[src/rtl/ysyx_25040129_mem_arbiter.sv]
// ysyx_25040129_mem_arbiter
//   Two-master (IFU, LSU) to one-slave memory arbiter with a single
//   outstanding transaction. Round-robin grant on contention, registered
//   request payload toward the slave, combinational response forwarding
//   back to the owning master, and a response timeout that returns an
//   error to the owner.
//
// Parameters
//   TIMEOUT  cycles allowed in REQ+RESP before aborting (0 = no timeout)
//
// Ports
//   clk, rst                          clock, async active-high reset
//   ifu_req_valid/ready, ifu_addr     IFU request channel (read only)
//   ifu_resp_valid/ready, ifu_rdata,
//   ifu_resp_err                      IFU response channel
//   lsu_req_valid/ready, lsu_addr,
//   lsu_wen, lsu_wdata, lsu_wstrb     LSU request channel
//   lsu_resp_valid/ready, lsu_rdata,
//   lsu_resp_err                      LSU response channel
//   mem_req_valid/ready, mem_addr,
//   mem_wen, mem_wdata, mem_wstrb     slave request channel
//   mem_resp_valid/ready, mem_rdata,
//   mem_resp_err                      slave response channel
module ysyx_25040129_mem_arbiter #(
  parameter int unsigned TIMEOUT = 1024
) (
  input  logic        clk,
  input  logic        rst,

  input  logic        ifu_req_valid,
  output logic        ifu_req_ready,
  input  logic [31:0] ifu_addr,
  output logic        ifu_resp_valid,
  input  logic        ifu_resp_ready,
  output logic [31:0] ifu_rdata,
  output logic        ifu_resp_err,

  input  logic        lsu_req_valid,
  output logic        lsu_req_ready,
  input  logic [31:0] lsu_addr,
  input  logic        lsu_wen,
  input  logic [31:0] lsu_wdata,
  input  logic [3:0]  lsu_wstrb,
  output logic        lsu_resp_valid,
  input  logic        lsu_resp_ready,
  output logic [31:0] lsu_rdata,
  output logic        lsu_resp_err,

  output logic        mem_req_valid,
  input  logic        mem_req_ready,
  output logic [31:0] mem_addr,
  output logic        mem_wen,
  output logic [31:0] mem_wdata,
  output logic [3:0]  mem_wstrb,
  input  logic        mem_resp_valid,
  output logic        mem_resp_ready,
  input  logic [31:0] mem_rdata,
  input  logic        mem_resp_err
);

  typedef enum logic [1:0] {
    IDLE = 2'd0,
    REQ  = 2'd1,
    RESP = 2'd2,
    TOUT = 2'd3
  } state_t;

  localparam bit          TOUT_EN  = (TIMEOUT != 0);
  localparam logic [15:0] CNT_LAST = 16'(TIMEOUT - 1);

  state_t      state;
  state_t      state_next;
  logic        owner;        // 0 = IFU, 1 = LSU
  logic        last;         // owner of the most recent grant
  logic [15:0] cnt;

  logic        grant_ifu;
  logic        grant_lsu;
  logic        accept;
  logic        owner_resp_ready;
  logic        tout_hit;
  logic        out_valid;
  logic [31:0] out_rdata;
  logic        out_err;

  // Grant: single requester wins outright; on a tie the master that was
  // not granted last time wins.
  always_comb begin
    grant_ifu = 1'b0;
    grant_lsu = 1'b0;
    if (state == IDLE) begin
      if (ifu_req_valid && lsu_req_valid) begin
        grant_ifu = last;
        grant_lsu = ~last;
      end else begin
        grant_ifu = ifu_req_valid;
        grant_lsu = lsu_req_valid;
      end
    end
  end

  assign ifu_req_ready    = grant_ifu;
  assign lsu_req_ready    = grant_lsu;
  assign accept           = grant_ifu | grant_lsu;
  assign owner_resp_ready = owner ? lsu_resp_ready : ifu_resp_ready;
  // Fires only on the exact terminal count; a handshake completing on
  // that cycle takes priority over the abort.
  assign tout_hit         = TOUT_EN && (cnt == CNT_LAST);

  always_ff @(posedge clk or posedge rst) begin
    if (rst) begin
      state <= IDLE;
    end else begin
      state <= state_next;
    end
  end

  always_comb begin
    state_next     = state;
    mem_req_valid  = 1'b0;
    mem_resp_ready = 1'b0;
    out_valid      = 1'b0;
    out_rdata      = '0;
    out_err        = 1'b0;
    case (state)
      IDLE: begin
        mem_resp_ready = 1'b1;
        if (accept) state_next = REQ;
      end
      REQ: begin
        mem_req_valid = 1'b1;
        if (mem_req_ready)  state_next = RESP;
        else if (tout_hit)  state_next = TOUT;
      end
      RESP: begin
        out_valid      = mem_resp_valid;
        out_rdata      = mem_rdata;
        out_err        = mem_resp_err;
        mem_resp_ready = owner_resp_ready;
        if (mem_resp_valid && owner_resp_ready) state_next = IDLE;
        else if (tout_hit)                      state_next = TOUT;
      end
      TOUT: begin
        out_valid      = 1'b1;
        out_err        = 1'b1;
        mem_resp_ready = 1'b1;
        if (owner_resp_ready) state_next = IDLE;
      end
      default: state_next = IDLE;
    endcase
  end

  // Only the owner sees response traffic; the other master reads zeros.
  assign ifu_resp_valid = out_valid & ~owner;
  assign ifu_rdata      = owner ? '0 : out_rdata;
  assign ifu_resp_err   = out_err & ~owner;
  assign lsu_resp_valid = out_valid & owner;
  assign lsu_rdata      = owner ? out_rdata : '0;
  assign lsu_resp_err   = out_err & owner;

  always_ff @(posedge clk or posedge rst) begin
    if (rst) begin
      owner     <= 1'b0;
      last      <= 1'b1;
      cnt       <= '0;
      mem_addr  <= '0;
      mem_wen   <= 1'b0;
      mem_wdata <= '0;
      mem_wstrb <= '0;
    end else if (state == IDLE && accept) begin
      owner <= grant_lsu;
      last  <= grant_lsu;
      cnt   <= '0;
      if (grant_lsu) begin
        mem_addr  <= lsu_addr;
        mem_wen   <= lsu_wen;
        mem_wdata <= lsu_wdata;
        mem_wstrb <= lsu_wstrb;
      end else begin
        mem_addr  <= ifu_addr;
        mem_wen   <= 1'b0;
        mem_wdata <= '0;
        mem_wstrb <= '0;
      end
    end else if (state == REQ || state == RESP) begin
      cnt <= cnt + 16'd1;
    end
  end

endmodule

[config.mk]
export PLATFORM = sky130hd
export DESIGN_NAME = ysyx_25040129_mem_arbiter
export DESIGN_NICKNAME = d
export VERILOG_FILES = /design/src/rtl/ysyx_25040129_mem_arbiter.sv
export SDC_FILE = /design/constraint.sdc
export NUM_CORES = 1
export LEC_CHECK = 0
export ABC_AREA = 0
export BUFFER_PORTS_ARGS = -buffer_cell sky130_fd_sc_hd__buf_2
export CAP_MARGIN = 20
export CORE_AREA = 4 4 139 101
export CTS_CLUSTER_SIZE = 28
export DETAILED_ROUTE_END_ITERATION = 10
export DIE_AREA = 0 0 143 105
export PLACE_DENSITY = 0.69
export SYNTH_ARGS = -nofsm -noshare
export SYNTH_HDL_FRONTEND = slang
export SYNTH_SLANG_ARGS = --single-unit
[constraint.sdc]
create_clock -name clk -period 5.1 [get_ports clk]
set_input_delay 0.255 -clock clk [delete_from_list [all_inputs] [get_ports clk]]
set_output_delay 0.255 -clock clk [all_outputs]
set_load 0.02 [all_outputs]
==> flow_metrics.tcl, run 1 <==
set metrics [dict create \
    post_synth_fa_ha_maj_area_fraction 0.0144 \
    grt_remaining_overflow 0 \
    first_global_vias 4142 \
    drv_slew 0 \
    syn_area_per_cell_um2 10.1 \
    design.die.area_um2 15000 \
    peakVddDrop_v 0.000297 \
    worst_setup_path_start_kind "register" \
    finalCritPeriodShare 0.601 \
    clk-insertion-delay-late_ns 0.34 \
    cts_sinks 89 \
    r2r_setup_slack_ns 2.41 \
    holdCritStartpoint "lsu_wdata[28]" \
    setup-tns-final_ns 0 \
    areaGrowthSynthToFinish_pct 43.4 \
    timing_worst_slew_pin_value_ns 1.03 \
    drt_antenna_net_count 0 \
    finalSetupViolCount 0 \
    numCtsBuffers 9 \
    netlist_area_um2 4340 \
    floorplan.rows 35 \
    dr_iter_0_viols 329 \
    h_tree_depth 3 \
    layout.cells.most_common "sky130_fd_sc_hd__buf_2" \
    fraction_of_the_mapped_netlist_area_in_compound_gates 0.148 \
    drt_first_pass_iters 4 \
    end_kind "output port" \
    insertedDiodeCount 0 \
    synth.yosys.seq_area_share 0.513 \
    worst_clock_skew_ns 0.00806 \
    totalWireLength_um 13100 \
    track_usage 0.172 \
    status "completed" \
    synth_cell_types 36 \
    post-cts-setup-buffer-count 0 \
    worst-endpoint-required_ns 4.85 \
    achievable-frequency_ghz 0.326 \
    postCtsResizedCells 0 \
    initial_antenna_violation_count 0 \
    max-clock-path-buffers 2 \
    die_width_um 143 \
    combinational_family_with_the_most_area_after_synthesis "simple AND/OR/NAND/NOR gates" \
    post-route-min-period_ns 3.06 \
    critical_path_class "reg2out" \
    grt_setup_unrepaired "no" \
    reg2reg_to "mem_addr[26]$_DFFE_PP0P_" \
    place_hpwl_um 9920 \
    nNetsFinal 841 \
    drcViolationCount 0 \
    fraction_of_synthesized_area_in_multiplexers 0.0783 \
    reg2regPathDepth 7 \
    place.port_buffers 282 \
    wl_per_cell_um 15.1 \
    pin_count_of_the_biggest_net_entering_global_routing 73 \
    total_leakage_power_nw 3.47 \
    hold_end "mem_wdata[28]$_DFFE_PP0P_" \
    timing_hold_violations_final 0 \
    vias 4158 \
    worst_slew_margin_rel 0.313 \
    synthesis.nets 575 \
    core-area_um2 12800 \
    clk_pin_slew_ns 0.07 \
    post_route_cells_drive_above_1_share 0.446 \
    initial_core_util 0.339 \
    ios 283 \
    worstHoldPathCells 2 \
    die_h_um 105 \
    hold_buffers 1 \
    route.detailed.vias_per_inst 4.81 \
    final_core_util 0.485 \
    r2r_path_start "state[0]$_DFFE_PP0P_" \
    synth.ff_latch_count 89 \
    synthSimpleGateAreaFrac 0.183 \
    tritoncts "yes" \
    cts_root_buf "sky130_fd_sc_hd__clkbuf_16" \
    global_route_wire_length_before_repair_um 20900 \
    syn_inst 428 \
    yosys_warnings 0 \
    critPathArrivalTime_ns 2.81 \
    fillCellCount 1203 \
    min-delay-path-class "in2reg" \
    layout.cells.most_common_list "282 x sky130_fd_sc_hd__buf_2, 88 x sky130_fd_sc_hd__dfrtp_1, 42 x sky130_fd_sc_hd__nand2_1" \
    maxCapViolations 0 \
    yosys.area_share.xor_xnor 0.0242 \
    gp_congestion 0.850 \
    critical_path_peak_fanout 49 \
    cellPowerDensity_nw_per_um2 550 \
]
==> critical path: stages, from the launching register on <==
cell and delay, ns:
sky130_fd_sc_hd__dfrtp_1 0.42, sky130_fd_sc_hd__inv_1 0.13, sky130_fd_sc_hd__ha_1 0.36, sky130_fd_sc_hd__nand2_1 0.16, sky130_fd_sc_hd__a21oi_4 0.80, sky130_fd_sc_hd__buf_12 0.34
sky130_fd_sc_hd__buf_2 0.22
==> per-layer routing <==
metal | global-route usage | share of wire
met4 | 0.0502 | 0.017
met1 | 0.241 | 0.44
met3 | 0.0485 | 0.079
met2 | 0.257 | 0.46
met5 | 0 | 0
==> area by class of cell <==
| type | count | area, um^2 | share of cell area |
|---|---|---|---|
| Sequential cell | 89 | 2230 | 0.358 |
| Multi-Input combinational cell | 296 | 1970 | 0.316 |
| Timing Repair Buffer | 289 | 1490 | 0.239 |
| Clock buffer | 10 | 239 | 0.0384 |
| Tap cell | 166 | 208 | 0.0333 |
| Clock inverter | 6 | 56.3 | 0.00904 |
| Inverter | 9 | 35.0 | 0.00562 |
==> state kept, by name, indices dropped and copies added, names as in the netlist <==
signal,count
mem_wen,1
state,2
mem_wstrb,4
mem_wdata,32
last,1
mem_addr,32
owner,1
cnt,16
==> power breakdown <==
| part | switching, mW | internal, mW |
|---|---|---|
| Sequential | 0.189 | 0.993 |
| Combinational | 1.01 | 0.590 |
| Clock | 0.287 | 0.355 |
| Total | 1.49 | 1.94 |
==> cells by family after synthesis <==
group / Yosys count
simple gates: 151
buf+inv: 43
compound gates: 94
mux: 34
flops: 89
fa+ha+maj: 5
xor+xnor: 12
==> worst max path at each step <==
| stage | endpoint | start |
|---|---|---|
| 2_1_floorplan | cnt[0]$_DFFE_PP0P_ | rst |
| 3_3_place_gp | lsu_req_ready | state[0]$_DFFE_PP0P_ |
| 3_5_place_dp | mem_addr[22]$_DFFE_PP0P_ | state[0]$_DFFE_PP0P_ |
| 4_1_cts | lsu_req_ready | state[0]$_DFFE_PP0P_ |
| 5_1_grt | lsu_req_ready | state[0]$_DFFE_PP0P_ |
| 6_report | lsu_req_ready | state[0]$_DFFE_PP0P_ |
==> stage by stage <==
step                      instances  hold slack, ns  power (mW)  area (um^2)  setup WS [ns]
final                           865           0.128        3.43         6230           2.04
after global routing            865           0.104        3.67         6230           1.86
after CTS                       864           0.111        3.46         6210           2.02
after detailed placement        847           0.219        2.80         5900           2.37
after global placement          847           0.210        2.75         5900           2.50
after floorplan                 428           0.381        2.23         4340           2.54
==> Yosys cell counts (all sizes together) <==
library cell   n  share of area
dfrtp         88           0.51
nand2         42          0.036
a22o          37          0.075
o21ai         37          0.043
mux2i         34          0.078
and2          32          0.046
and3          32          0.046
clkbuf        28          0.024
nor2          21          0.018
a21oi         11          0.013
inv            9         0.0078
xnor2          9          0.018
buf            6         0.0066
ha             5          0.014
nand4          5         0.0072
nand3          4         0.0046
nor3           4         0.0046
nor4           4         0.0072
xor2           3         0.0060
nor2b          2         0.0029
o211a          2         0.0046
or4b           2         0.0046
a211oi         1         0.0017
a31o           1         0.0020
a31oi          1         0.0014
a41o           1         0.0023
dfstp          1         0.0060
nand2b         1         0.0014
o211ai         1         0.0029
o21a           1         0.0017
o21bai         1         0.0017
or3            1         0.0014
or4            1         0.0026
Power figures use the tool's default switching activity.
==> run 2: changes to the inputs <==
Clock period 5.1 ns to 3.2 ns, I/O delays scaled along.
==> run 2 against run 1 <==
Net effect: the run now ends with negative hold slack left; clock skew up 0.00056 ns; highest routed layer unchanged; via count increased by 1.1%; die area unchanged.
==> flow_metrics.tcl, run 2 (synthesis results as in run 1) <==
set metrics [dict create \
    totalWireLength_um 13200 \
    worst_clock_skew_ns 0.00862 \
    global_route_wire_length_before_repair_um 21000 \
    postCtsResizedCells 0 \
    timing_hold_violations_final 8 \
    violations "negative hold slack" \
    peakVddDrop_v 0.000480 \
    first_global_vias 4190 \
    worst_setup_path_start_kind "register" \
    wl_per_cell_um 15.3 \
    initial_core_util 0.339 \
    nNetsFinal 843 \
    areaGrowthSynthToFinish_pct 43.8 \
    critical_path_peak_fanout 32 \
    numCtsBuffers 9 \
    setup-tns-final_ns 0 \
    design.die.area_um2 15000 \
    route.detailed.vias_per_inst 4.85 \
    finalCritPeriodShare 0.753 \
    h_tree_depth 3 \
    critical_path_class "reg2out" \
    drt_antenna_net_count 0 \
    die_width_um 143 \
    hold-worst-slack_ns -0.0138 \
    post-cts-setup-buffer-count 0 \
    clk_pin_slew_ns 0.07 \
    drv_slew 0 \
    vias 4204 \
    status "complete, but fails checks" \
    ios 283 \
    critPathArrivalTime_ns 2.25 \
    cts_sinks 89 \
    layoutNonFillerInstCount 867 \
    worst-endpoint-required_ns 3.04 \
    fillCellCount 1208 \
    worst_slew_margin_rel 0.389 \
    post-route-min-period_ns 2.41 \
    layout.cells.most_common_list "282 x sky130_fd_sc_hd__buf_2, 88 x sky130_fd_sc_hd__dfrtp_1, 42 x sky130_fd_sc_hd__nand2_1" \
    max-clock-path-buffers 2 \
    track_usage 0.171 \
    floorplan.rows 35 \
    min-delay-path-class "in2async" \
    clk-insertion-delay-late_ns 0.33 \
    finalSetupViolCount 0 \
    drt_first_pass_iters 5 \
    place.port_buffers 282 \
    total_leakage_power_nw 3.49 \
    cellPowerDensity_nw_per_um2 891 \
    post-place-cells 851 \
    die_h_um 105 \
    achievable-frequency_ghz 0.415 \
    biggestRegsByFlops "mem_addr x32, mem_wdata x32, cnt x16" \
    pin_count_of_the_biggest_net_entering_global_routing 53 \
    layout.cells.most_common "sky130_fd_sc_hd__buf_2" \
    timing_worst_slew_pin_value_ns 0.916 \
    tritoncts "yes" \
    cts_root_buf "sky130_fd_sc_hd__clkbuf_16" \
    dr_iter_0_viols 343 \
    initial_antenna_violation_count 0 \
    post_route_cells_drive_above_1_share 0.448 \
    grt_setup_unrepaired "no" \
    drcViolationCount 0 \
    insertedDiodeCount 0 \
    grt_remaining_overflow 0 \
    maxCapViolations 0 \
    place_hpwl_um 10200 \
    gp_congestion 0.874 \
    hold_buffers 0 \
    core-area_um2 12800 \
    end_kind "output port" \
]
==> run 2: worst max-delay path, stage by stage (launching register included) <==
cell	delay [ns]
sky130_fd_sc_hd__dfrtp_1	0.42
sky130_fd_sc_hd__inv_1	0.12
sky130_fd_sc_hd__ha_1	0.57
sky130_fd_sc_hd__nor2b_1	0.20
sky130_fd_sc_hd__buf_4	0.26
sky130_fd_sc_hd__and2_1	0.18
sky130_fd_sc_hd__buf_2	0.16
==> run 2: path summary, 6_finish.rpt <==
check,start,endpoint,slack (ns),cells after the start
setup / recovery,state[0]$_DFFE_PP0P_,ifu_rdata[19],0.79,6
hold / removal,rst,mem_addr[26]$_DFFE_PP0P_,-0.01,2
setup reg to reg,state[0]$_DFFE_PP0P_,mem_addr[13]$_DFFE_PP0P_,0.97,7
hold reg to reg,mem_addr[9]$_DFFE_PP0P_,mem_addr[9]$_DFFE_PP0P_,0.48,2
max in group asynchronous,rst,mem_addr[11]$_DFFE_PP0P_,2.41,3
min in group clk,lsu_wdata[11],mem_wdata[11]$_DFFE_PP0P_,0.04,2
==> run 2: per-layer routing <==
| metal | GRT usage | wire, um |
|---|---|---|
| met5 | 0 | 0 |
| met4 | 0.0332 | 76 |
| met3 | 0.0476 | 985 |
| met2 | 0.269 | 6250 |
| met1 | 0.238 | 5920 |
==> run 2: cell type report <==
class / instances / area, um^2 / share of cell area
sequential: 89 / 2230 / 0.357
timing repair buffer: 291 / 1480 / 0.237
clock buffer: 10 / 229 / 0.0367
tap: 166 / 208 / 0.0333
multi-input combinational: 296 / 1970 / 0.316
clock inverter: 6 / 96.3 / 0.0154
inverter: 9 / 35.0 / 0.00561
==> run 2: through the flow <==
| stage | instance area (um^2) | power [mW] | hold WS (ns) | setup slack, ns | utilization |
|---|---|---|---|---|---|
| 2_1_floorplan | 4340 | 3.55 | 0.286 | 0.735 | - |
| 3_3_place_gp | 5920 | 4.40 | 0.370 | 1.11 | 0.461 |
| 3_5_place_dp | 5920 | 4.47 | 0.383 | 0.983 | 0.461 |
| 4_1_cts | 6250 | 5.64 | 0.0219 | 0.813 | 0.487 |
| 5_1_grt | 6250 | 5.95 | 0.0294 | 0.617 | 0.487 |
| 6_report | 6250 | 5.56 | -0.0138 | 0.792 | 0.487 |
==> run 2: power breakdown <==
group | switching [mW] | total, mW | internal, mW | leakage, nW
clock | 0.441 | 1.14 | 0.696 | 0.156
sequential | 0.258 | 1.84 | 1.58 | 1.14
combinational | 1.66 | 2.58 | 0.925 | 2.19
total | 2.36 | 5.56 | 3.20 | 3.49
==> run 3: changes to the inputs <==
Clock period 3.2 ns to 2.3 ns, I/O delays scaled along.
==> run 3 against run 2 <==
Net effect: the flow now finishes without violations; critical path depth unchanged; clock skew down 0.0024 ns; via count rose by 1.9%; sequential power rose by 40%; routed wire length up 2.9%.
==> flow_metrics.tcl, run 3 (synthesis results as in run 1) <==
set metrics [dict create \
    status "completed" \
    ios 283 \
    global_route_wire_length_before_repair_um 21600 \
    crit_cells 6 \
    totalWireLength_um 13600 \
    pin_count_of_the_biggest_net_entering_global_routing 71 \
    timing_worst_slew_pin_value_ns 0.552 \
    insertedDiodeCount 0 \
    layout.cells.most_common_list "282 x sky130_fd_sc_hd__buf_2, 88 x sky130_fd_sc_hd__dfrtp_1, 42 x sky130_fd_sc_hd__nand2_1" \
    critical-path-top-delay-family "buffers and inverters" \
    timing_hold_violations_final 0 \
    r2r_path_start "state[1]$_DFFE_PP0P_" \
    finalCritPeriodShare 0.932 \
    maximum_cell_stage_delay_along_the_critical_path_ns 0.42 \
    r2r_setup_slack_ns 0.24 \
    track_usage 0.176 \
    reg2regPathDepth 6 \
    cts_root_buf "sky130_fd_sc_hd__clkbuf_16" \
    critical_path_class "reg2out" \
    areaGrowthSynthToFinish_pct 53.3 \
    worstHoldPathCells 2 \
    total_leakage_power_nw 3.66 \
    wl_per_cell_um 15.1 \
    grt_setup_unrepaired "no" \
    finalSetupViolCount 0 \
    cp_slowest_cell "sky130_fd_sc_hd__dfrtp_1" \
    dr_iter_0_viols 321 \
    cellPowerDensity_nw_per_um2 1200 \
    min-delay-path-class "in2reg" \
    max-clock-path-buffers 2 \
    vias 4285 \
    gp_congestion 0.843 \
    first_global_vias 4350 \
    critPathArrivalTime_ns 2.03 \
    core-area_um2 12800 \
    worst_setup_path_start_kind "register" \
    worst_slew_margin_rel 0.629 \
    critical_path.cell_chain "inv_1, ha_2, nand2_1, a21oi_4, buf_6, buf_2" \
    drt_first_pass_iters 5 \
    achievable-frequency_ghz 0.466 \
    initial_antenna_violation_count 0 \
    h_tree_depth 3 \
    grt_remaining_overflow 0 \
    finalPower_mw 7.99 \
    worst-endpoint-required_ns 2.18 \
    layout.cells.most_common "sky130_fd_sc_hd__buf_2" \
    design.die.area_um2 15000 \
    place.port_buffers 282 \
    fillCellCount 1163 \
    hold_end "mem_wen$_DFFE_PP0P_" \
    clk_pin_slew_ns 0.06 \
    worst_clock_skew_ns 0.00624 \
    tritoncts "yes" \
    floorplan.rows 35 \
    biggestRegsByFlops "mem_addr x32, mem_wdata x32, cnt x16" \
    die_h_um 105 \
    nNetsFinal 879 \
    cp_num_buf_inv 3 \
    cts_sinks 89 \
    clk-insertion-delay-late_ns 0.33 \
    place_hpwl_um 10300 \
    post-cts-setup-buffer-count 0 \
    drv_slew 0 \
    end_kind "output port" \
    drcViolationCount 0 \
    initial_core_util 0.339 \
    critical_path_peak_fanout 35 \
    drt_antenna_net_count 0 \
    post_route_cells_drive_above_1_share 0.433 \
    setup-tns-final_ns 0 \
    maxCapViolations 0 \
    die_width_um 143 \
    post-route-min-period_ns 2.14 \
    route.detailed.vias_per_inst 4.75 \
    peakVddDrop_v 0.000697 \
    holdCritStartpoint "lsu_wen" \
    reg2reg_to "cnt[13]$_DFFE_PP0P_" \
    numCtsBuffers 9 \
]
-- run 3: repair_timing --
item | CTS | global route
hold buffers | 31 | 1
gates resized for setup | 1 | 1
endpoints found under the setup margin | 1 | 1
endpoints found under the hold margin | 43 | 1
-- run 3: worst max-delay path by stage --
stage	from	end	slack, ns
2_1_floorplan	state[0]$_DFFE_PP0P_	cnt[13]$_DFFE_PP0P_	0.26
6_report	state[0]$_DFFE_PP0P_	lsu_req_ready	0.16
3_3_place_gp	cnt[0]$_DFFE_PP0P_	state[0]$_DFFE_PP0P_	0.34
3_5_place_dp	state[0]$_DFFE_PP0P_	cnt[13]$_DFFE_PP0P_	0.29
5_1_grt	state[0]$_DFFE_PP0P_	lsu_req_ready	0.04
4_1_cts	state[0]$_DFFE_PP0P_	lsu_req_ready	0.04
-- run 3: per-stage QoR --
stage / hold WS (ns) / setup WS [ns] / utilization / instance area [um^2] / cells
after global placement: 0.122 / 0.343 / 0.467 / 5990 / 855
after global routing: 0.00315 / 0.0428 / 0.519 / 6660 / 902
after CTS: 0.00366 / 0.0401 / 0.518 / 6650 / 901
after floorplan: 0.241 / 0.258 / - / 4350 / 428
after detailed placement: 0.133 / 0.286 / 0.467 / 5990 / 855
final: 0.0190 / 0.156 / 0.519 / 6660 / 902
-- run 3: power by group --
part	switching, mW	leakage (nW)	internal [mW]
Combinational	2.34	2.35	1.40
Sequential	0.371	1.14	2.20
Clock	0.613	0.163	1.06
-- run 3: cell type report --
class | instances | area, um^2 | area share
clock buffer | 9 | 225 | 0.0338
timing repair buffer | 327 | 1870 | 0.281
multi-input combinational | 296 | 1970 | 0.296
inverter | 9 | 37.5 | 0.00564
sequential | 89 | 2230 | 0.335
tap | 166 | 208 | 0.0312
clock inverter | 6 | 115 | 0.0173
-- run 3: worst reg2reg max path, cell delays in order, from the launching register on --
cell and delay, ns:
sky130_fd_sc_hd__dfrtp_1 0.43, sky130_fd_sc_hd__inv_1 0.10, sky130_fd_sc_hd__ha_2 0.34, sky130_fd_sc_hd__nand3_1 0.18
sky130_fd_sc_hd__nor4_2 0.53, sky130_fd_sc_hd__a31oi_1 0.16, sky130_fd_sc_hd__a41o_1 0.22
-- run 3: layer usage --
metal  wire length [um]  vias up  share of wire  GRT usage
met5                  0        -              0          0
met4                139        0          0.010     0.0366
met3                873       16          0.064     0.0462
met2               6520      148           0.48      0.284
met1               6090     2016           0.45      0.239
li1                   -     2105              -          -
